<file path="config.mk">
export PLATFORM = sky130hd
export DESIGN_NAME = rgb_byte_packer
export DESIGN_NICKNAME = d
export VERILOG_FILES = /design/src/rtl/rgb_byte_packer.sv
export SDC_FILE = /design/constraint.sdc
export NUM_CORES = 1
export LEC_CHECK = 0
export ABC_AREA = 0
export CAP_MARGIN = 15
export CORE_MARGIN = 3
export CORE_UTILIZATION = 48
export CTS_CLUSTER_SIZE = 12
export DETAILED_ROUTE_END_ITERATION = 8
export HOLD_SLACK_MARGIN = 0.12
export PLACE_DENSITY_LB_ADDON = 0.2
export SLEW_MARGIN = 15
export SYNTH_ARGS = -nofsm -noshare
export SYNTH_HDL_FRONTEND = slang
export SYNTH_SLANG_ARGS = --single-unit
</file>
<file path="constraint.sdc">
create_clock -name clk -period 1.9 [get_ports clk]
set_input_delay 0.38 -clock clk [delete_from_list [all_inputs] [get_ports clk]]
set_output_delay 0.38 -clock clk [all_outputs]
set_load 0.02 [all_outputs]
</file>
<file path="src/rtl/rgb_byte_packer.sv">
// Packs an interleaved R,G,B byte stream into 24-bit pixels with a one-deep
// registered output, tagging each pixel with frame/line markers from row/col counters.
module rgb_byte_packer #(
    parameter int unsigned width  = 768,
    parameter int unsigned height = 512
) (
    input  logic       clk,
    input  logic       rst,
    input  logic [7:0] s_byte,
    input  logic       s_valid,
    output logic       s_ready,
    output logic [7:0] m_red,
    output logic [7:0] m_green,
    output logic [7:0] m_blue,
    output logic       m_valid,
    input  logic       m_ready,
    output logic       m_sof,
    output logic       m_eol,
    output logic       m_eof,
    output logic       frame_done
);

    localparam int unsigned COL_W = (width  > 1) ? $clog2(width)  : 1;
    localparam int unsigned ROW_W = (height > 1) ? $clog2(height) : 1;
    localparam logic [COL_W-1:0] COL_LAST = COL_W'(width - 1);
    localparam logic [ROW_W-1:0] ROW_LAST = ROW_W'(height - 1);

    typedef enum logic [1:0] {PH_R, PH_G, PH_B} phase_t;

    phase_t           phase_q, phase_d;
    logic [7:0]       red_hold, green_hold;
    logic [COL_W-1:0] col_q;
    logic [ROW_W-1:0] row_q;
    logic             s_hs, load, consume;
    logic             col_last, row_last;

    assign s_ready  = (phase_q != PH_B) | ~m_valid | m_ready;
    assign s_hs     = s_valid & s_ready;
    assign load     = s_hs & (phase_q == PH_B);
    assign consume  = m_valid & m_ready;
    assign col_last = (col_q == COL_LAST);
    assign row_last = (row_q == ROW_LAST);

    always_comb begin
        phase_d = phase_q;
        if (s_hs) begin
            case (phase_q)
                PH_R:    phase_d = PH_G;
                PH_G:    phase_d = PH_B;
                default: phase_d = PH_R;
            endcase
        end
    end

    always_ff @(posedge clk) begin
        if (rst) begin
            phase_q <= PH_R;
        end else begin
            phase_q <= phase_d;
        end
    end

    always_ff @(posedge clk) begin
        if (rst) begin
            red_hold   <= '0;
            green_hold <= '0;
        end else if (s_hs) begin
            if (phase_q == PH_R) red_hold   <= s_byte;
            if (phase_q == PH_G) green_hold <= s_byte;
        end
    end

    // A load always replaces the output, even on the edge that consumes it.
    always_ff @(posedge clk) begin
        if (rst) begin
            m_valid    <= 1'b0;
            m_red      <= '0;
            m_green    <= '0;
            m_blue     <= '0;
            m_sof      <= 1'b0;
            m_eol      <= 1'b0;
            m_eof      <= 1'b0;
            frame_done <= 1'b0;
            col_q      <= '0;
            row_q      <= '0;
        end else begin
            frame_done <= consume & m_eof;
            if (load) begin
                m_valid <= 1'b1;
                m_red   <= red_hold;
                m_green <= green_hold;
                m_blue  <= s_byte;
                m_sof   <= (row_q == '0) & (col_q == '0);
                m_eol   <= col_last;
                m_eof   <= col_last & row_last;
                if (col_last) begin
                    col_q <= '0;
                    row_q <= row_last ? '0 : row_q + ROW_W'(1);
                end else begin
                    col_q <= col_q + COL_W'(1);
                end
            end else if (consume) begin
                m_valid <= 1'b0;
            end
        end
    end

endmodule

</file>
### After elaboration in Yosys (flattened, before gate mapping)

Index checks and enable logic that the tools add are counted.

* word-level logic and storage cells: 41
* output and inout port bits: 30
* input bits: 12
* flip-flop bits (word level): 66

* add/sub/neg operators: 2
* equal/unequal tests: 5
* reduce and logical (&&, ||, !) cells: 7
* bitwise logic cells: 9
* multiplexer cells: 5

Operators by type and width (count)
* $add 10x1->10 const B: 1
* $eq 10x10->1 const B: 1
* $logic_not 10->1: 1
* $mux 10: 1
* $add 9x1->9 const B: 1
* $eq 9x9->1 const B: 1
* $logic_not 9->1: 1
* $mux 9: 1
* $and 1x1->1: 6
* $reduce_and 2->1: 3
* $pmux 2 s2: 1
* $eq 2x1->1 const B: 1
* $eq 2x2->1 const B: 1
* $logic_not 2->1: 1
* $mux 1: 2
* $ne 2x2->1 const B: 1
* $or 1x1->1: 2
* $reduce_bool 2->1: 1
* $not 1->1: 1

### Depth between registers and ports, before layout

Gate-level depths: netlist (run 1).

* depth in word-level cells: 6
* gate-level depth with buffers: 9
* gate-level depth less buffers: 8

### Worst setup path after synthesis (run 1)

Ideal clock, no wire load.

* path type: reg2reg
* from: reg row_q[0]
* to: reg row_q[6]
* period minus slack after synthesis: 1.949 ns
* data required time: 1.830 ns
* data arrival time: 1.878 ns
* setup time: 0.070 ns
* stages on the path, launching flop included: 9
* slack: -0.049 ns
* buffers on the path: 1
* path through: dfxtp_1 > ha_1 > and3_1 > nand3_1 > nor2_1 > ha_1 > clkbuf_1 > or4_1 > a21oi_1

* cells in the longest elaborated chain, start to end: 2

Ends and longest elaborated chain
* start, declared: line 33 `logic [ROW_W-1:0] row_q;`
* start signal, assigned: line 98 `row_q <= row_last ? '0 : row_q + ROW_W'(1);`
* $add 9x1->9 or $eq 9x9->1 (tied branches): line 98, 42
* $mux 9 *: line 98

Mark *: on every way between the ends. The rest lies on a longest branch, timed or not.
A chain may end at the register's enable or synchronous reset.

### Worst setup path after layout (run 1)

* from: in m_ready
* to: out s_ready

* cells in the longest elaborated chain, start to end: 1

Ends and longest elaborated chain
* start, declared: line 16 `input logic m_ready,`
* $or 1x1->1: line 37 `assign s_ready = (phase_q != PH_B) | ~m_valid | m_ready;`
* end, declared: line 11 `output logic s_ready,`

Every way passes these cells.

==> results of run 1 <==
-- Yosys cell counts, types with 3 or more instances --
cell type  count
or4_1          5
ha_1           6
nand3_1        4
dfxtp_1       66
nand2b_1       4
mux2i_1       16
a21oi_1       41
buf_2          5
o31ai_1        7
nor4_1         5
xor2_1         3
inv_1          7
clkbuf_1      13
nand4_1        5
nand2_1       58
nand4b_1       6
o21ai_0        4
xnor2_1        4
and3_1         3
nor2_1        35
-- critical path, stage by stage --
cell and delay, ps:
clkdlybuf4s50_1 440, nor2b_1 220, nand2b_1 90, dlygate4sd2_1 320
-- placed cells by master, fill, tap and decap left out, types with 5 or more instances in the layout --
| cell | count |
|---|---|
| dfxtp_1 | 65 |
| nand2_1 | 58 |
| a21oi_1 | 41 |
| clkdlybuf4s50_1 | 39 |
| nor2_1 | 34 |
| buf_4 | 27 |
| mux2i_1 | 16 |
| clkbuf_8 | 10 |
| inv_1 | 7 |
| o31ai_1 | 7 |
| nand4b_1 | 6 |
| nand4_1 | 5 |
| nor4_1 | 5 |
| or4_1 | 5 |
-- per-layer routing --
metal / share of wire [%] / vias up / wire length (µm)
li1: - / 1245 / -
met2: 49 / 71 / 3250
met1: 46 / 1194 / 3040
met4: 1.1 / 0 / 71
met5: 0 / - / 0
met3: 4.6 / 8 / 307
-- power by group --
part	total (W)	switching, W	internal (W)	leakage, nW
Clock	0.00132	0.000547	0.000776	0.112
Sequential	0.00142	0.0000146	0.00141	0.535
Combinational	0.000166	0.0000876	0.0000784	0.735
Total	0.00291	0.000649	0.00226	1.38
-- final timing paths --
kind | endpoint | cells past startpoint
setup / recovery | s_ready | 4
hold / removal | m_green[3] | 2
setup reg to reg | row_q[0] | 8
hold reg to reg | m_green[5] | 2
-- kinds of logic after synthesis --
| kind of cell | count (synthesis) | synth area share, % |
|---|---|---|
| muxes | 16 | 5.75 |
| adders and majority gates | 6 | 2.70 |
| AOI/OAI and AO/OA | 58 | 11.6 |
| buffers and inverters | 27 | 4.13 |
| and+or+nand+nor | 144 | 26.2 |
| xor gates and xnor gates | 7 | 2.20 |
| DFF | 66 | 47.5 |
-- what timing repair did --
action | CTS | global route
endpoints found under the setup margin | 9 | 2
resized for setup | 6 | 7
pin swaps | 0 | 2
setup buffers | 0 | 1
-- final cells by class --
type	instances	area share, %
Inverter	7	0.701
Sequential cell	66	35.4
Timing Repair Buffer	71	17.8
Tap cell	72	2.40
Clock inverter	6	2.40
Clock buffer	10	3.67
Multi-Input combinational cell	231	37.6
-- registers in the layout, indices dropped and copies added, names as in the netlist --
signal / flops
m_red: 8
green_hold: 8
m_blue: 8
m_sof: 1
m_eof: 1
m_valid: 1
row_q: 9
m_green: 8
col_q: 10
phase_q: 2
m_eol: 1
red_hold: 8
frame_done: 1
-- stage by stage --
step	total power [W]	hold WS, ps	setup TNS, ps	instances
finish	0.00291	350	0	463
global route	0.00302	339	0	463
CTS	0.00294	333	0	462
detailed placement	0.00162	443	-1840	446
global placement	0.00162	439	-1380	446
floorplan	0.00154	431	0	324
==> qor.txt, run 1 <==
Util after Layout -> 67.2%
met3 global-route usage -> 5.53%
largest net degree at the start of global routing -> 27
cts hold-fix bufs -> 0
worst-margin pin slew -> 370 ps
Num CTS Buffers -> 9
hpwl dp -> 4580 µm
Die Y -> 82.2 µm
endpoints failing hold -> 0
RSZ-0062 raised after global routing -> no
First-pass DRT Iterations -> 6
status -> finished, final reports clean
clk buf depth -> 2
Die Wd -> 82.2 µm
area leader, netlist -> dfxtp_1
minimum clock period after layout -> 1830 ps
Rel. slew slack -> 75.1%
Fill cells -> 466
Post-Syn Nets -> 342
DRT iter0 DRCs -> 102
via density per instance -> 5.44
Crit Path Max Fanout -> 3
CP required -> 1520 ps
top_reg_cell synth -> dfxtp_1
fin crit share -> 96.5%
DP Worst Slack -> -230 ps
number of clock sinks -> 66
CTS Root Cell -> clkbuf_8
Worst setup SP type -> input pin
CTS H-tree lvls -> 3
MaxCap Viol Count -> 0
synthesized flop and latch total -> 66
synthesized area per cell -> 8.59 µm²
Clk Latency, worst-skew pair -> 340 ps
GR Util All Layers -> 21.6%
flop-to-flop setup slack -> 70 ps
DRT antenna net count -> 0
GR Overflow Total -> 0
antenna fix cells -> 0
Post-synth ARST share -> 0%
met2 Track Usage GR -> 34.2%
crit path kind -> in -> out
PwrDens -> 777 nW/µm²
Cell Rows -> 27
IO Port Bufs -> 41
dpl cell area -> 3450 µm²
Worst Hold Class -> in -> reg
top cells by area, synth -> dfxtp_1 47%, nand2_1 7.8%, a21oi_1 7.4%
fin area -> 3750 µm²
grt peak-use layer -> met2
Initial Util -> 49.9%
Via Count -> 2518
register area -> 1330 µm²
crit end category -> primary output
clk slew on worst S/H paths -> 70 ps
share of layout cells above drive strength 1 -> 14.8%
Worst Clk Skew -> 8.03 ps
Netlist Area Pre-Place -> 2780 µm²
worst setup path startpoint -> m_ready
Placer Congestion -> 0.902
VDD IR max -> 0.447 mV
initial antenna violation count -> 0
Final Setup Violations -> 0
first-pass GRT wire length -> 11100 µm
Worst Path Arrival -> 1450 ps
Yosys top cell area share -> 47.5%
CTS tree -> done
Ys Warns -> 0
WL final -> 6660 µm
met1 Use GR -> 27.7%
area grow syn2layout -> 34.6%
Synth Instances -> 324
drt drc -> 0
I/O pin cnt -> 42
Std-Cell Core Area -> 5570 µm²
synth unique cells -> 39
vias in the first global route -> 2392
f_max -> 0.545 GHz
register area share after synthesis -> 47.5%
Post-synth EDFFs -> 0
reg2reg start -> row_q[1]
Pleak -> 1.38 nW
Layout Nets -> 404
startpoint of the worst hold path -> rst
footprint of the multi-input gates -> 1410 µm²
routed length per placed instance -> 14.4 µm
setup ws final -> 66.5 ps
final max-slew violation count -> 0
Die ar. -> 6750 µm²
Note: power is estimated with default switching activity, not from simulation.
==> inputs of run 2 (changes only) <==
- ABC_CLOCK_PERIOD_IN_PS: default -> 1900
==> results of run 2 <==
Final layout, timing and power as in run 1 (identical DEF).
==> inputs of run 3 (changes only) <==
- GPL_TIMING_DRIVEN: default -> 0
==> run 3 against run 2 <==
Net effect:
- sequential cell count unchanged
- hold slack improved by 98 ps
- die area is the same
- critical path type is now reg -> reg
- largest power group unchanged
- highest routed layer unchanged
==> qor.txt, run 3 (synthesis results as in run 1) <==
DRT iter0 DRCs -> 148 (was 102)
Die ar. -> 6750 µm² (unchanged)
most frequent cells in the layout -> 62 x dfxtp_1, 58 x nand2_1, 41 x a21oi_1 (was 65 x dfxtp_1, 58 x nand2_1, 41 x a21oi_1)
GR Util All Layers -> 22.1% (was 21.6%)
CTS tree -> done (unchanged)
Worst Hold Class -> reg -> reg (was in -> reg)
P_sw -> 0.000639 W (was 0.000649 W)
routed length per placed instance -> 15.2 µm (was 14.4 µm)
crit end category -> register (was primary output)
fin crit share -> 97.8% (was 96.5%)
MaxCap Viol Count -> 0 (unchanged)
via density per instance -> 5.45 (was 5.44)
cts hold-fix bufs -> 0 (unchanged)
Most flops, register -> col_q (unchanged)
hpwl dp -> 4810 µm (was 4580 µm)
CTS H-tree lvls -> 3 (unchanged)
clk buf depth -> 2 (unchanged)
Crit-path slowest cell -> or4_1 (was clkdlybuf4s50_1)
Via Count -> 2482 (was 2518)
Layout Nets -> 396 (was 404)
Worst Clk Skew -> 6.70 ps (was 8.03 ps)
Std-Cell Core Area -> 5570 µm² (unchanged)
Worst setup SP type -> register (was input pin)
max reg flops -> 10 (unchanged)
clk slew on worst S/H paths -> 80 ps (was 70 ps)
clock group share of total power -> 47.0% (was 45.5%)
vias in the first global route -> 2350 (was 2392)
worst-margin pin slew -> 730 ps (was 370 ps)
I/O pin cnt -> 42 (unchanged)
IO Port Bufs -> 40 (was 41)
Worst path max stage delay -> 510 ps (was 440 ps)
largest net degree at the start of global routing -> 20 (was 27)
CTS Root Cell -> clkbuf_8 (unchanged)
Placer Congestion -> 0.855 (was 0.902)
Pleak -> 1.30 nW (was 1.38 nW)
GR Overflow Total -> 0 (unchanged)
First-pass DRT Iterations -> 4 (was 6)
area grow syn2layout -> 30.0% (was 34.6%)
Final Setup Violations -> 0 (unchanged)
Clk Latency, worst-skew pair -> 340 ps (about the same)
DRT antenna net count -> 0 (unchanged)
status -> finished, final reports clean (unchanged)
f_max -> 0.538 GHz (was 0.545 GHz)
number of clock sinks -> 66 (unchanged)
Sw Ratio -> 21.4% (was 22.3%)
DP Worst Slack -> -459 ps (was -230 ps)
antenna fix cells -> 0 (unchanged)
final max-slew violation count -> 0 (unchanged)
Largest regs -> col_q: 10 flops, row_q: 9 flops (unchanged)
most common cell after layout, fill and taps aside -> dfxtp_1 (unchanged)
drt drc -> 0 (unchanged)
crit path buf inv count -> 1 (was 2)
Seq pwr share -> 47.8% (was 48.8%)
Cell Rows -> 27 (unchanged)
Worst Path Arrival -> 2120 ps (was 1450 ps)
Crit Path Max Fanout -> 3 (unchanged)
crit-path cells -> ha_4 > and3_4 > nand3_2 > nor2_2 > ha_2 > buf_4 > or4_1 > a21oi_1 (was clkdlybuf4s50_1 > nor2b_1 > nand2b_1 > dlygate4sd2_1)
PwrDens -> 824 nW/µm² (was 777 nW/µm²)
first-pass GRT wire length -> 11300 µm (was 11100 µm)
Num CTS Buffers -> 9 (unchanged)
endpoints failing hold -> 0 (unchanged)
cell family with most CP delay -> simple AND/OR/NAND/NOR gates (was buffers and inverters)
Rel. slew slack -> 50.9% (was 75.1%)
Initial Util -> 49.9% (unchanged)
Int Power -> 0.00234 W (was 0.00226 W)
share of layout cells above drive strength 1 -> 12.5% (was 14.8%)
Comb power frac -> 5.2% (was 5.7%)
setup ws final -> 42.3 ps (was 66.5 ps)
crit path kind -> reg -> reg (was in -> out)
post-route insts no fill -> 455 (was 463)
Die Y -> 82.2 µm (unchanged)
initial antenna violation count -> 0 (unchanged)
CP required -> 2160 ps (was 1520 ps)
minimum clock period after layout -> 1860 ps (was 1830 ps)
placed cells -> 436 (was 446)
VDD IR max -> 0.552 mV (was 0.447 mV)
WL final -> 6890 µm (was 6660 µm)
Die Wd -> 82.2 µm (unchanged)
## run 3: cell types whose count changed in the layout (fill, tap and decap cells not counted), moves of 2 or more
cell	delta
buf_12	-3
nand2b_2	+2
clkinv_4	-2
buf_4	-22
clkbuf_1	+11
buf_2	+4
dfxtp_1	-3
dfxtp_2	+3
nand2b_1	-2
## run 3: layout make-up
class	count	area, µm²
multi-input cells	231	1410
well taps	72	90.1
inverters	7	26.3
flip-flops and latches	66	1330
clock buffers	11	131
repair buffers	46	443
plain buffers	17	88.8
fillers	482	1960
clock inverters	5	103
## run 3: worst paths after layout
kind                      to  slack [ps]  depth (start not counted)           from
hold / removal    m_green[7]         450                          2  green_hold[7]
setup reg to reg    row_q[2]          40                          8       row_q[0]
hold reg to reg   m_green[7]         450                          2  green_hold[7]
setup / recovery    row_q[2]          40                          8       row_q[0]
## run 3: worst reg2reg max path, cell delays in order, from the launching register on
cell and delay (ps):
dfxtp_2 340, ha_4 160, and3_4 180, nand3_2 80, nor2_2 50, ha_2 180
buf_4 140, or4_1 510, a21oi_1 150
## run 3: per-layer routing
| layer | part of all wire [%] | GRT usage, % | vias up | wire, µm |
|---|---|---|---|---|
| met3 | 3.8 | 4.45 | 8 | 260 |
| met5 | 0 | 0 | - | 0 |
| met2 | 48 | 34.4 | 54 | 3300 |
| met1 | 47 | 29.9 | 1186 | 3230 |
| met4 | 1.4 | 9.30 | 0 | 96 |
| li1 | - | - | 1234 | - |
## run 3: power groups by stage
stage / sequential, W / clock (W) / combinational (W)
CTS: 0.00143 / 0.00141 / 0.000155
global route: 0.00143 / 0.00146 / 0.000170
global placement: 0.00146 / 0 / 0.000153
detailed placement: 0.00146 / 0 / 0.000154
finish: 0.00143 / 0.00140 / 0.000156
floorplan: 0.00146 / 0 / 0.0000858
## run 3: stage by stage
step	utilization, %	setup TNS (ps)	instance area [µm²]	hold WS [ps]	total power, W
5_1_grt	64.9	-5.19	3620	461	0.00306
3_5_place_dp	59.0	-12660	3290	446	0.00161
6_report	64.9	0	3620	448	0.00298
3_3_place_gp	59.0	-12300	3290	439	0.00161
4_1_cts	64.6	0	3600	454	0.00299
2_1_floorplan	-	0	2800	431	0.00154
## run 3: timing repair
action                                  4_1_cts  5_1_grt
gates cloned                                  1        0
endpoints found under the setup margin       26       14
setup buffers                                 5        0
endpoints found under the hold margin         0        0
pin swaps                                     2        3
gates resized for setup                      14        9
